--- src/rtl/phase_demand_arbiter_if.sv ---
// ---------------------------------------------------------------------------
// phase_demand_arbiter_if
//   Handshake between the phase demand arbiter and the intersection
//   controller FSM.
//
//   Signals
//     current_phase     2  phase now active (0 SS straight, 1 SS turn,
//                          2 CS straight, 3 CS turn), driven by the controller
//     phase_done        1  one-cycle pulse at the end of the current phase
//     next_phase        2  phase offered by the arbiter, stable while valid
//     next_phase_valid  1  offer valid, held until accepted
//     next_phase_ack    1  controller accepts the offer (valid & ack)
//
//   Modports
//     master  controller side
//     slave   arbiter side
// ---------------------------------------------------------------------------
interface phase_demand_arbiter_if;
    logic [1:0] current_phase;
    logic       phase_done;
    logic [1:0] next_phase;
    logic       next_phase_valid;
    logic       next_phase_ack;

    modport master (
        output current_phase,
        output phase_done,
        output next_phase_ack,
        input  next_phase,
        input  next_phase_valid
    );

    modport slave (
        input  current_phase,
        input  phase_done,
        input  next_phase_ack,
        output next_phase,
        output next_phase_valid
    );
endinterface

--- src/rtl/phase_demand_arbiter.sv ---
// ---------------------------------------------------------------------------
// phase_demand_arbiter
//   Conditions the pedestrian-button and car-sensor inputs, latches them as
//   per-phase demands and, at each phase end, offers the next phase to the
//   intersection controller. Selection is round-robin over pending demands
//   with a starvation override. Also raises a speed-up request when the
//   active phase has no demand while another phase is waiting.
//
//   Parameters
//     DEBOUNCE_CYCLES  stable cycles before an input level is accepted
//     TICK_CYCLES      clk cycles per one-second tick
//     WAIT_LIMIT_S     seconds a demand may wait before it is starved
//
//   Ports
//     clk                                        in   system clock (1 kHz)
//     reset_n                                    in   synchronous, active low
//     i_straight_street_pedestrian_button        in   demand on phase 0
//     i_cross_street_pedestrian_button           in   demand on phase 2
//     i_straight_street_straight_lane_car_sensor in   demand on phase 0
//     i_straight_street_turn_lane_car_sensor     in   demand on phase 1
//     i_cross_street_straight_lane_car_sensor    in   demand on phase 2
//     i_cross_street_turn_lane_car_sensor        in   demand on phase 3
//     ctl_if                                     --   controller handshake
//     o_demand_pending                           out  latched demand per phase
//     o_speed_up_req                             out  shorten current phase
//     o_starvation_alarm                         out  some phase is starved
//
//   FSM states
//     state  | meaning
//     IDLE   | waiting for phase_done from the controller
//     DECIDE | one cycle: pick and register next_phase
//     OFFER  | next_phase_valid high, waiting for next_phase_ack
// ---------------------------------------------------------------------------
module phase_demand_arbiter #(
    parameter int DEBOUNCE_CYCLES = 20,
    parameter int TICK_CYCLES     = 1000,
    parameter int WAIT_LIMIT_S    = 180
) (
    input  logic                    clk,
    input  logic                    reset_n,
    input  logic                    i_straight_street_pedestrian_button,
    input  logic                    i_cross_street_pedestrian_button,
    input  logic                    i_straight_street_straight_lane_car_sensor,
    input  logic                    i_straight_street_turn_lane_car_sensor,
    input  logic                    i_cross_street_straight_lane_car_sensor,
    input  logic                    i_cross_street_turn_lane_car_sensor,
    phase_demand_arbiter_if.slave   ctl_if,
    output logic [3:0]              o_demand_pending,
    output logic                    o_speed_up_req,
    output logic                    o_starvation_alarm
);

    localparam int DW = $clog2(DEBOUNCE_CYCLES + 1);
    localparam int TW = $clog2(TICK_CYCLES + 1);
    localparam int WW = $clog2(WAIT_LIMIT_S + 1);
    localparam int NIN = 6;

    typedef enum logic [1:0] {
        ST_IDLE   = 2'd0,
        ST_DECIDE = 2'd1,
        ST_OFFER  = 2'd2
    } state_t;

    // -----------------------------------------------------------------------
    // Input conditioning
    // Index map: 0 SS ped button, 1 CS ped button, 2 SS straight sensor,
    //            3 SS turn sensor, 4 CS straight sensor, 5 CS turn sensor.
    // -----------------------------------------------------------------------
    logic [NIN-1:0] w_raw;
    logic [NIN-1:0] r_sync1;
    logic [NIN-1:0] r_sync2;
    logic [NIN-1:0] r_deb;
    logic [DW-1:0]  r_db_cnt [NIN];
    logic [NIN-1:0] w_db_hit;
    logic [NIN-1:0] w_deb_next;

    assign w_raw = {i_cross_street_turn_lane_car_sensor,
                    i_cross_street_straight_lane_car_sensor,
                    i_straight_street_turn_lane_car_sensor,
                    i_straight_street_straight_lane_car_sensor,
                    i_cross_street_pedestrian_button,
                    i_straight_street_pedestrian_button};

    // The counter only runs while the synced level differs from the accepted
    // level; a change back to the accepted level clears it. The debounced
    // level is taken on the edge where the counter reaches DEBOUNCE_CYCLES,
    // and the counter restarts from 0 so it can never run past that value.
    always_comb begin
        w_db_hit   = '0;
        w_deb_next = r_deb;
        for (int i = 0; i < NIN; i++) begin
            w_db_hit[i]   = (r_sync2[i] != r_deb[i]) &&
                            (r_db_cnt[i] == DW'(DEBOUNCE_CYCLES - 1));
            w_deb_next[i] = w_db_hit[i] ? r_sync2[i] : r_deb[i];
        end
    end

    always_ff @(posedge clk) begin
        if (!reset_n) begin
            r_sync1 <= '0;
            r_sync2 <= '0;
            r_deb   <= '0;
            for (int i = 0; i < NIN; i++) begin
                r_db_cnt[i] <= '0;
            end
        end else begin
            r_sync1 <= w_raw;
            r_sync2 <= r_sync1;
            r_deb   <= w_deb_next;
            for (int i = 0; i < NIN; i++) begin
                if ((r_sync2[i] == r_deb[i]) || w_db_hit[i]) begin
                    r_db_cnt[i] <= '0;
                end else begin
                    r_db_cnt[i] <= r_db_cnt[i] + DW'(1);
                end
            end
        end
    end

    // -----------------------------------------------------------------------
    // Demand latch
    // Set terms look at the debounced level as it is being accepted, so the
    // demand bit rises on the same edge as the debounced level.
    // -----------------------------------------------------------------------
    state_t         r_state;
    state_t         w_state_next;
    logic           w_valid;
    logic           w_load;
    logic           w_xfer;
    logic [1:0]     r_next_phase;
    logic [1:0]     w_sel;
    logic [3:0]     r_dem;
    logic [1:0]     w_btn_rise;
    logic [3:0]     w_dem_set;
    logic [3:0]     w_dem_clr;

    assign w_btn_rise = w_deb_next[1:0] & ~r_deb[1:0];
    assign w_dem_set  = {w_deb_next[5],
                         w_btn_rise[1] | w_deb_next[4],
                         w_deb_next[3],
                         w_btn_rise[0] | w_deb_next[2]};
    assign w_xfer     = w_valid & ctl_if.next_phase_ack;
    assign w_dem_clr  = w_xfer ? (4'b0001 << r_next_phase) : 4'b0000;

    // Set is applied after clear so a same-cycle set keeps the bit.
    always_ff @(posedge clk) begin
        if (!reset_n) begin
            r_dem <= '0;
        end else begin
            r_dem <= (r_dem & ~w_dem_clr) | w_dem_set;
        end
    end

    // -----------------------------------------------------------------------
    // One-second tick and per-phase wait counters
    // -----------------------------------------------------------------------
    logic [TW-1:0] r_tick_cnt;
    logic          w_tick;
    logic [WW-1:0] r_wait [4];
    logic [3:0]    w_starved;
    logic          r_alarm;

    assign w_tick = (r_tick_cnt == TW'(TICK_CYCLES - 1));

    always_ff @(posedge clk) begin
        if (!reset_n) begin
            r_tick_cnt <= '0;
        end else if (w_tick) begin
            r_tick_cnt <= '0;
        end else begin
            r_tick_cnt <= r_tick_cnt + TW'(1);
        end
    end

    always_comb begin
        w_starved = '0;
        for (int p = 0; p < 4; p++) begin
            w_starved[p] = (r_wait[p] == WW'(WAIT_LIMIT_S));
        end
    end

    always_ff @(posedge clk) begin
        if (!reset_n) begin
            for (int p = 0; p < 4; p++) begin
                r_wait[p] <= '0;
            end
            r_alarm <= 1'b0;
        end else begin
            for (int p = 0; p < 4; p++) begin
                if (!r_dem[p]) begin
                    r_wait[p] <= '0;
                end else if (w_tick && !w_starved[p]) begin
                    r_wait[p] <= r_wait[p] + WW'(1);
                end
            end
            r_alarm <= |w_starved;
        end
    end

    // -----------------------------------------------------------------------
    // Next-phase selection: starved phase first (lowest index), then the
    // first pending phase after current_phase, else simply the following one.
    // The rotating scan runs from the far end so the nearest hit wins.
    // -----------------------------------------------------------------------
    logic       w_star_found;
    logic [1:0] w_star_idx;
    logic       w_rr_found;
    logic [1:0] w_rr_idx;
    logic [1:0] w_scan;

    always_comb begin
        w_star_found = 1'b0;
        w_star_idx   = '0;
        w_rr_found   = 1'b0;
        w_rr_idx     = '0;
        w_scan       = '0;
        for (int p = 3; p >= 0; p--) begin
            if (w_starved[p]) begin
                w_star_found = 1'b1;
                w_star_idx   = 2'(p);
            end
        end
        for (int k = 4; k >= 1; k--) begin
            w_scan = ctl_if.current_phase + 2'(k);
            if (r_dem[w_scan]) begin
                w_rr_found = 1'b1;
                w_rr_idx   = w_scan;
            end
        end
        if (w_star_found) begin
            w_sel = w_star_idx;
        end else if (w_rr_found) begin
            w_sel = w_rr_idx;
        end else begin
            w_sel = ctl_if.current_phase + 2'd1;
        end
    end

    // -----------------------------------------------------------------------
    // Offer FSM
    // -----------------------------------------------------------------------
    always_ff @(posedge clk) begin
        if (!reset_n) begin
            r_state <= ST_IDLE;
        end else begin
            r_state <= w_state_next;
        end
    end

    always_comb begin
        w_state_next = r_state;
        w_valid      = 1'b0;
        w_load       = 1'b0;
        case (r_state)
            ST_IDLE: begin
                if (ctl_if.phase_done) begin
                    w_state_next = ST_DECIDE;
                end
            end
            ST_DECIDE: begin
                w_load       = 1'b1;
                w_state_next = ST_OFFER;
            end
            ST_OFFER: begin
                w_valid = 1'b1;
                if (ctl_if.next_phase_ack) begin
                    w_state_next = ST_IDLE;
                end
            end
            default: begin
                w_state_next = ST_IDLE;
            end
        endcase
    end

    always_ff @(posedge clk) begin
        if (!reset_n) begin
            r_next_phase <= '0;
        end else if (w_load) begin
            r_next_phase <= w_sel;
        end
    end

    // -----------------------------------------------------------------------
    // Speed-up request: only while idle, current phase has nothing waiting
    // and at least one other phase does.
    // -----------------------------------------------------------------------
    logic [3:0] w_cur_mask;
    logic       r_speed;

    assign w_cur_mask = 4'b0001 << ctl_if.current_phase;

    always_ff @(posedge clk) begin
        if (!reset_n) begin
            r_speed <= 1'b0;
        end else begin
            r_speed <= (r_state == ST_IDLE) &&
                       !(|(r_dem & w_cur_mask)) &&
                       (|(r_dem & ~w_cur_mask));
        end
    end

    assign ctl_if.next_phase       = r_next_phase;
    assign ctl_if.next_phase_valid = w_valid;
    assign o_demand_pending        = r_dem;
    assign o_speed_up_req          = r_speed;
    assign o_starvation_alarm      = r_alarm;

endmodule

--- src/flat_wrapper.sv ---
// flat-port wrapper written by rule: the top's interface ports become plain ports
module phase_demand_arbiter_flat 
#(
    parameter int DEBOUNCE_CYCLES = 20,
    parameter int TICK_CYCLES     = 1000,
    parameter int WAIT_LIMIT_S    = 180
)
  (clk, reset_n, i_straight_street_pedestrian_button, i_cross_street_pedestrian_button, i_straight_street_straight_lane_car_sensor, i_straight_street_turn_lane_car_sensor, i_cross_street_straight_lane_car_sensor, i_cross_street_turn_lane_car_sensor, o_demand_pending, o_speed_up_req, o_starvation_alarm, ctl_if_current_phase, ctl_if_phase_done, ctl_if_next_phase_ack, ctl_if_next_phase, ctl_if_next_phase_valid);
  phase_demand_arbiter_if ctl_if_i ();
  input  logic clk;
  input  logic reset_n;
  input  logic i_straight_street_pedestrian_button;
  input  logic i_cross_street_pedestrian_button;
  input  logic i_straight_street_straight_lane_car_sensor;
  input  logic i_straight_street_turn_lane_car_sensor;
  input  logic i_cross_street_straight_lane_car_sensor;
  input  logic i_cross_street_turn_lane_car_sensor;
  output logic [3:0] o_demand_pending;
  output logic o_speed_up_req;
  output logic o_starvation_alarm;
  input wire logic [$bits(ctl_if_i.current_phase)-1:0] ctl_if_current_phase;
  input wire logic [$bits(ctl_if_i.phase_done)-1:0] ctl_if_phase_done;
  input wire logic [$bits(ctl_if_i.next_phase_ack)-1:0] ctl_if_next_phase_ack;
  output wire logic [$bits(ctl_if_i.next_phase)-1:0] ctl_if_next_phase;
  output wire logic [$bits(ctl_if_i.next_phase_valid)-1:0] ctl_if_next_phase_valid;
  assign ctl_if_i.current_phase = ctl_if_current_phase;
  assign ctl_if_i.phase_done = ctl_if_phase_done;
  assign ctl_if_i.next_phase_ack = ctl_if_next_phase_ack;
  assign ctl_if_next_phase = ctl_if_i.next_phase;
  assign ctl_if_next_phase_valid = ctl_if_i.next_phase_valid;
  phase_demand_arbiter #(.DEBOUNCE_CYCLES(DEBOUNCE_CYCLES), .TICK_CYCLES(TICK_CYCLES), .WAIT_LIMIT_S(WAIT_LIMIT_S)) u_core (.clk(clk), .reset_n(reset_n), .i_straight_street_pedestrian_button(i_straight_street_pedestrian_button), .i_cross_street_pedestrian_button(i_cross_street_pedestrian_button), .i_straight_street_straight_lane_car_sensor(i_straight_street_straight_lane_car_sensor), .i_straight_street_turn_lane_car_sensor(i_straight_street_turn_lane_car_sensor), .i_cross_street_straight_lane_car_sensor(i_cross_street_straight_lane_car_sensor), .i_cross_street_turn_lane_car_sensor(i_cross_street_turn_lane_car_sensor), .ctl_if(ctl_if_i), .o_demand_pending(o_demand_pending), .o_speed_up_req(o_speed_up_req), .o_starvation_alarm(o_starvation_alarm));
endmodule
--- config.mk ---
export PLATFORM = sky130hd
export DESIGN_NAME = phase_demand_arbiter_flat
export DESIGN_NICKNAME = d
export VERILOG_FILES = /design/src/rtl/phase_demand_arbiter_if.sv /design/src/rtl/phase_demand_arbiter.sv /design/src/flat_wrapper.sv
export SDC_FILE = /design/constraint.sdc
export NUM_CORES = 1
export LEC_CHECK = 0
export ABC_AREA = 1
export BUFFER_PORTS_ARGS = -buffer_cell sky130_fd_sc_hd__buf_2
export CAP_MARGIN = 30
export CORE_UTILIZATION = 30
export CTS_BUF_LIST = sky130_fd_sc_hd__clkbuf_8
export DETAILED_ROUTE_END_ITERATION = 10
export GPL_TIMING_DRIVEN = 0
export PLACE_DENSITY = 0.44
export RECOVER_POWER = 100
export SYNTH_ARGS = -nofsm -noshare
export SYNTH_HDL_FRONTEND = slang
export SYNTH_SLANG_ARGS = --single-unit
--- constraint.sdc ---
create_clock -name clk -period 2.2 [get_ports clk]
set_clock_uncertainty 0.2 [all_clocks]
set_input_delay 0.22 -clock clk [delete_from_list [all_inputs] [get_ports clk]]
set_output_delay 0.22 -clock clk [all_outputs]
set_load 0.005 [all_outputs]
## Word level (Yosys, flattened, before mapping)

Memories as Yosys holds them, arrays and structs flattened.
Cells that the tools add are included.

| storage, ports and cells | value |
|---|---|
| register bits | 38 |
| bits in latches | 0 |
| RAM bits | 62 |
| ROM bits | 0 |
| memories kept | 2 |

| cells by class | value |
|---|---|
| add/sub/neg operators | 14 |
| $mul | 0 |
| div/mod/pow operators | 0 |
| magnitude comparators | 4 |
| equality and inequality tests | 27 |
| shift-type cells | 2 |
| multiplexer cells | 123 |
| bitwise gates (word level) | 32 |
| reductions and logical operators | 29 |

Memory list:

| name | depth | bits a word | rd ports | clocked after memory_dff | wr ports | line | text |
|---|---|---|---|---|---|---|---|
| u_core.r_wait | 4 | 8 | 4 | 0 | 4 | phase_demand_arbiter.sv:159 | `logic [WW-1:0] r_wait [4];` |
| u_core.r_db_cnt | 6 | 5 | 6 | 0 | 6 | phase_demand_arbiter.sv:73 | `logic [DW-1:0] r_db_cnt [NIN];` |

Operator list:

| operator | count |
|---|---|
| $mux W1 | 85 |
| $mux W8 | 8 |
| $mux W5 | 12 |
| $add A8 B1 Y8 const B | 4 |
| $eq A8 B8 Y1 const B | 4 |
| $add A5 B1 Y5 const B | 6 |
| $eq A5 B5 Y1 const B | 6 |
| $mux W2 | 12 |
| $or A1 B1 Y1 | 22 |
| $and A4 B4 Y4 | 3 |
| $logic_and A1 B1 Y1 | 12 |
| $lt A2 B3 Y1 const B | 4 |
| $reduce_or A4 Y1 | 3 |
| $add A10 B1 Y10 const B | 1 |
| $eq A10 B10 Y1 const B | 1 |
| $bmux W1 S2 | 4 |
| $not A4 Y4 | 2 |
| $shl A1 B2 Y4 const A | 2 |
| $eq A1 B1 Y1 | 6 |
| $logic_or A1 B1 Y1 | 6 |
| $ne A1 B1 Y1 | 6 |
| $pmux W2 S3 | 1 |
| $logic_not A1 Y1 | 5 |
| $add A2 B2 Y2 const B | 2 |
| other kinds (13) | 14 |

## Logic depth before layout (Yosys ltp)

| depth | value |
|---|---|
| depth in word-level cells | 8 |
| depth in mapped cells | 13 |

## Least setup slack after synthesis

No wires, ideal clock.

| path | value |
|---|---|
| path type | register to register |
| start point | reg u_core.r_tick_cnt[0] |
| end point | mem u_core.r_wait[0][0] in the netlist's numbering, enable pin |
| library setup time | 0.337 ns |
| arrival | 1.207 ns |
| data required time | 1.663 ns |
| path slack | 0.456 ns |
| stages on the path, launching flop included | 6 |
| path buffers | 0 |
| path through | dfxtp_1 > ha_1 > nand3_1 > nor3_4 > nand2_1 > nand3_1 |

RTL lines:

| element | line | text |
|---|---|---|
| start: declaration | phase_demand_arbiter.sv:157 | `logic [TW-1:0] r_tick_cnt;` |
| start signal: assignment | phase_demand_arbiter.sv:171 | `r_tick_cnt <= r_tick_cnt + TW'(1);` |
| end: declaration | phase_demand_arbiter.sv:159 |  |

==> flow_summary.toml <==
[drt]
ant_nets = 0
vias = 3542
drtIter0Drc = 162
drc_errors = 0
drt-pass1-iter-count = 4
wirelength_um = 9460
via_per_inst = 4.24
wire_per_inst_um = 11.3

[cells_and_area]
fin_nets = 645
fin_cells = 835
n_antenna_cell = 0
syn_to_final_growth_pct = 14.9
final_cell_area_um2 = 5650
drive_above_1_share = 0.0695

[floorplanning]
dieArea_um2 = 16900
dieWidth_um = 130
die_y_um = 130
start_util = 0.309
core-area_um2 = 15900
ios = 21
rows = 46

[yosys]
synthFlopType = "edfxtp_1"
async_flop_share = 0
netlist_area_um2 = 4920
syn_area_per_cell_um2 = 9.01
seq_area_frac_synth = 0.533
synth-edff-count = 62
synthCells = 546
synth_cell_types = 37
synth-seq-cells = 100
synth_warnings = 0

[hold_path]
hold_path.class = "in -> reg"

[critical_path]
crit_path_max_fanout = 8
critPathRequiredTime_ns = 2.03
cp-end-kind = "flip-flop"
critical_path.startpoint_type = "flip-flop"
cp.arrival_ns = 1.87
critical_path_class = "reg -> reg"

[grt]
first_global_vias = 3462
grt_max_degree = 17
grt_usage = 0.125
antenna_found_initial = 0
grt_pass1_wl_um = 16000
overflow = 0

[power]
power_density_nw_per_um2 = 615
power.total_w = 0.00347
ir_worst_vdd_uv = 265
leakage_nw = 2.38

[timing]
hold_viol = 0
whs_ns = 0.0683
worst_slew_pin_slew_ns = 0.604
rsz0062_at_grt = "no"
finalCritPeriodShare = 0.927
setup_violations = 0
setup_tns_ns = 0
slew_headroom = 0.597
max_freq_mhz = 490
drv_slew = 0
finalCriticalPeriod_ns = 2.04

[clock_network]
cts_root_buffer = "clkbuf_8"
cts.sinks = 100
cts.htree.levels = 3
cts.clk_slew.worst_paths_ns = 0.10
ctsResizeCount = 0
cts_tree = "yes"
worstSkewPairLatency_ns = 0.38
clockBufferDepth = 2
cts_buffers = 9

[placed_design]
port_buffers = 20
numPlacedInstances = 811
place_area_um2 = 5400
hpwl_um = 6980
place_congestion = 0.766

[flow_run]
timing.max_cap.violations = 0

[status]
status = "complete, no violations"
-- timing repair --
| action | CTS | global route |
|---|---|---|
| hold buffers | 8 | 0 |
| hold endpoints to repair | 8 | 0 |
| buffers inserted | 0 | 0 |
| endpoints found under the setup margin | 0 | 0 |
-- flip-flops by register name, summed over array words and instances (netlist names) --
register	count
u_core.r_sync1	6
u_core.r_state	2
u_core.o_speed_up_req	1
u_core.r_sync2	6
u_core.ctl_if.next_phase	2
u_core.r_deb	6
u_core.o_demand_pending	4
u_core.r_db_cnt	30
u_core.r_wait	32
u_core.r_tick_cnt	10
u_core.o_starvation_alarm	1
-- report_power, final --
| group | internal, W | switching (W) | total, W |
|---|---|---|---|
| Combinational | 0.0000725 | 0.000112 | 0.000184 |
| Sequential | 0.00203 | 0.0000357 | 0.00206 |
| Clock | 0.000558 | 0.000669 | 0.00123 |
-- cell usage in the layout, fill, tap and decap left out, types with 9 or more instances in the layout --
| cell | n |
|---|---|
| nor3_1 | 12 |
| a21oi_1 | 16 |
| ha_1 | 19 |
| dfxtp_1 | 38 |
| nand3_1 | 48 |
| clkbuf_1 | 14 |
| conb_1 | 30 |
| xor2_1 | 26 |
| nand2_1 | 90 |
| buf_2 | 11 |
| edfxtp_1 | 62 |
| or2_2 | 9 |
| inv_1 | 79 |
| xnor2_1 | 9 |
| nor2_1 | 91 |
| clkbuf_8 | 10 |
-- routing by layer --
metal	up-vias	wire [µm]	GRT usage
li1	1880	-	-
met1	1612	4630	0.155
met2	38	4210	0.202
met3	12	429	0.0328
met4	0	193	0.0595
met5	-	0	0
-- metrics by stage --
stage	setup WS, ns	util
4_1_cts	0.103	0.356
5_1_grt	0.00206	0.354
3_5_place_dp	-0.284	0.339
2_1_floorplan	0.456	-
6_report	0.161	0.354
3_3_place_gp	-0.266	0.339
-- area by class of cell --
cell class              count  area, µm²
clock inverters             6       61.3
well taps                 216        270
plain buffers               5       18.8
repair buffers             28        169
fillers                  1679      10300
flip-flops and latches    100       2620
inverters                  80        300
clock buffers              10        138
multi-input cells         390       2070
-- critical path, stage by stage (launching register included) --
cell     delay (ns)
dfxtp_1        0.36
ha_1           0.19
nand3_1        0.12
nor3_4         0.36
nand2_1        0.11
nand3_1        0.33
-- synth_stat cells (2+ instances only) --
master / count / area, µm²
nor3b_1: 4 / 30.0
clkbuf_1: 3 / 11.3
nor2_1: 91 / 342
or2_2: 9 / 56.3
ha_1: 19 / 238
inv_2: 4 / 15.0
nor3_2: 3 / 30.0
xnor2_1: 9 / 78.8
inv_1: 76 / 285
xor2_1: 26 / 228
o21ai_0: 6 / 30.0
mux2i_1: 2 / 20.0
o22ai_1: 2 / 12.5
o21ai_1: 2 / 10.0
nand4_1: 8 / 50.1
nand2_1: 90 / 338
nand3_1: 48 / 240
a21oi_1: 15 / 75.1
mux2_2: 2 / 22.5
buf_2: 2 / 10.0
edfxtp_1: 62 / 1860
nor3_1: 10 / 50.1
dfxtp_1: 38 / 761
nand3b_1: 2 / 15.0
-- worst paths after layout --
path,start,end,slack [ns],cells after the start
worst min register to register,u_core.r_sync1[1]$_SDFF_PN0_,u_core.r_sync2[1]$_SDFF_PN0_,0.22,2
worst min-delay path,reset_n,u_core.r_deb[1]$_SDFF_PN0_,0.07,3
worst max-delay path,u_core.r_tick_cnt[0]$_SDFF_PP0_,u_core.r_wait[2][1]$_SDFFCE_PN0P_,0.16,5
worst max register to register,u_core.r_tick_cnt[0]$_SDFF_PP0_,u_core.r_wait[2][1]$_SDFFCE_PN0P_,0.16,5
-- kinds of logic after synthesis --
family / Yosys count / share of synthesized area
other: 1 / 0.000762
xor gates and xnor gates: 35 / 0.0623
AOI/OAI and AO/OA: 32 / 0.0374
and+or+nand+nor: 270 / 0.244
muxes: 4 / 0.00865
DFF: 100 / 0.533
buffers and inverters: 85 / 0.0654
adders and majority gates: 19 / 0.0483
Power figures use the tool's default switching activity.
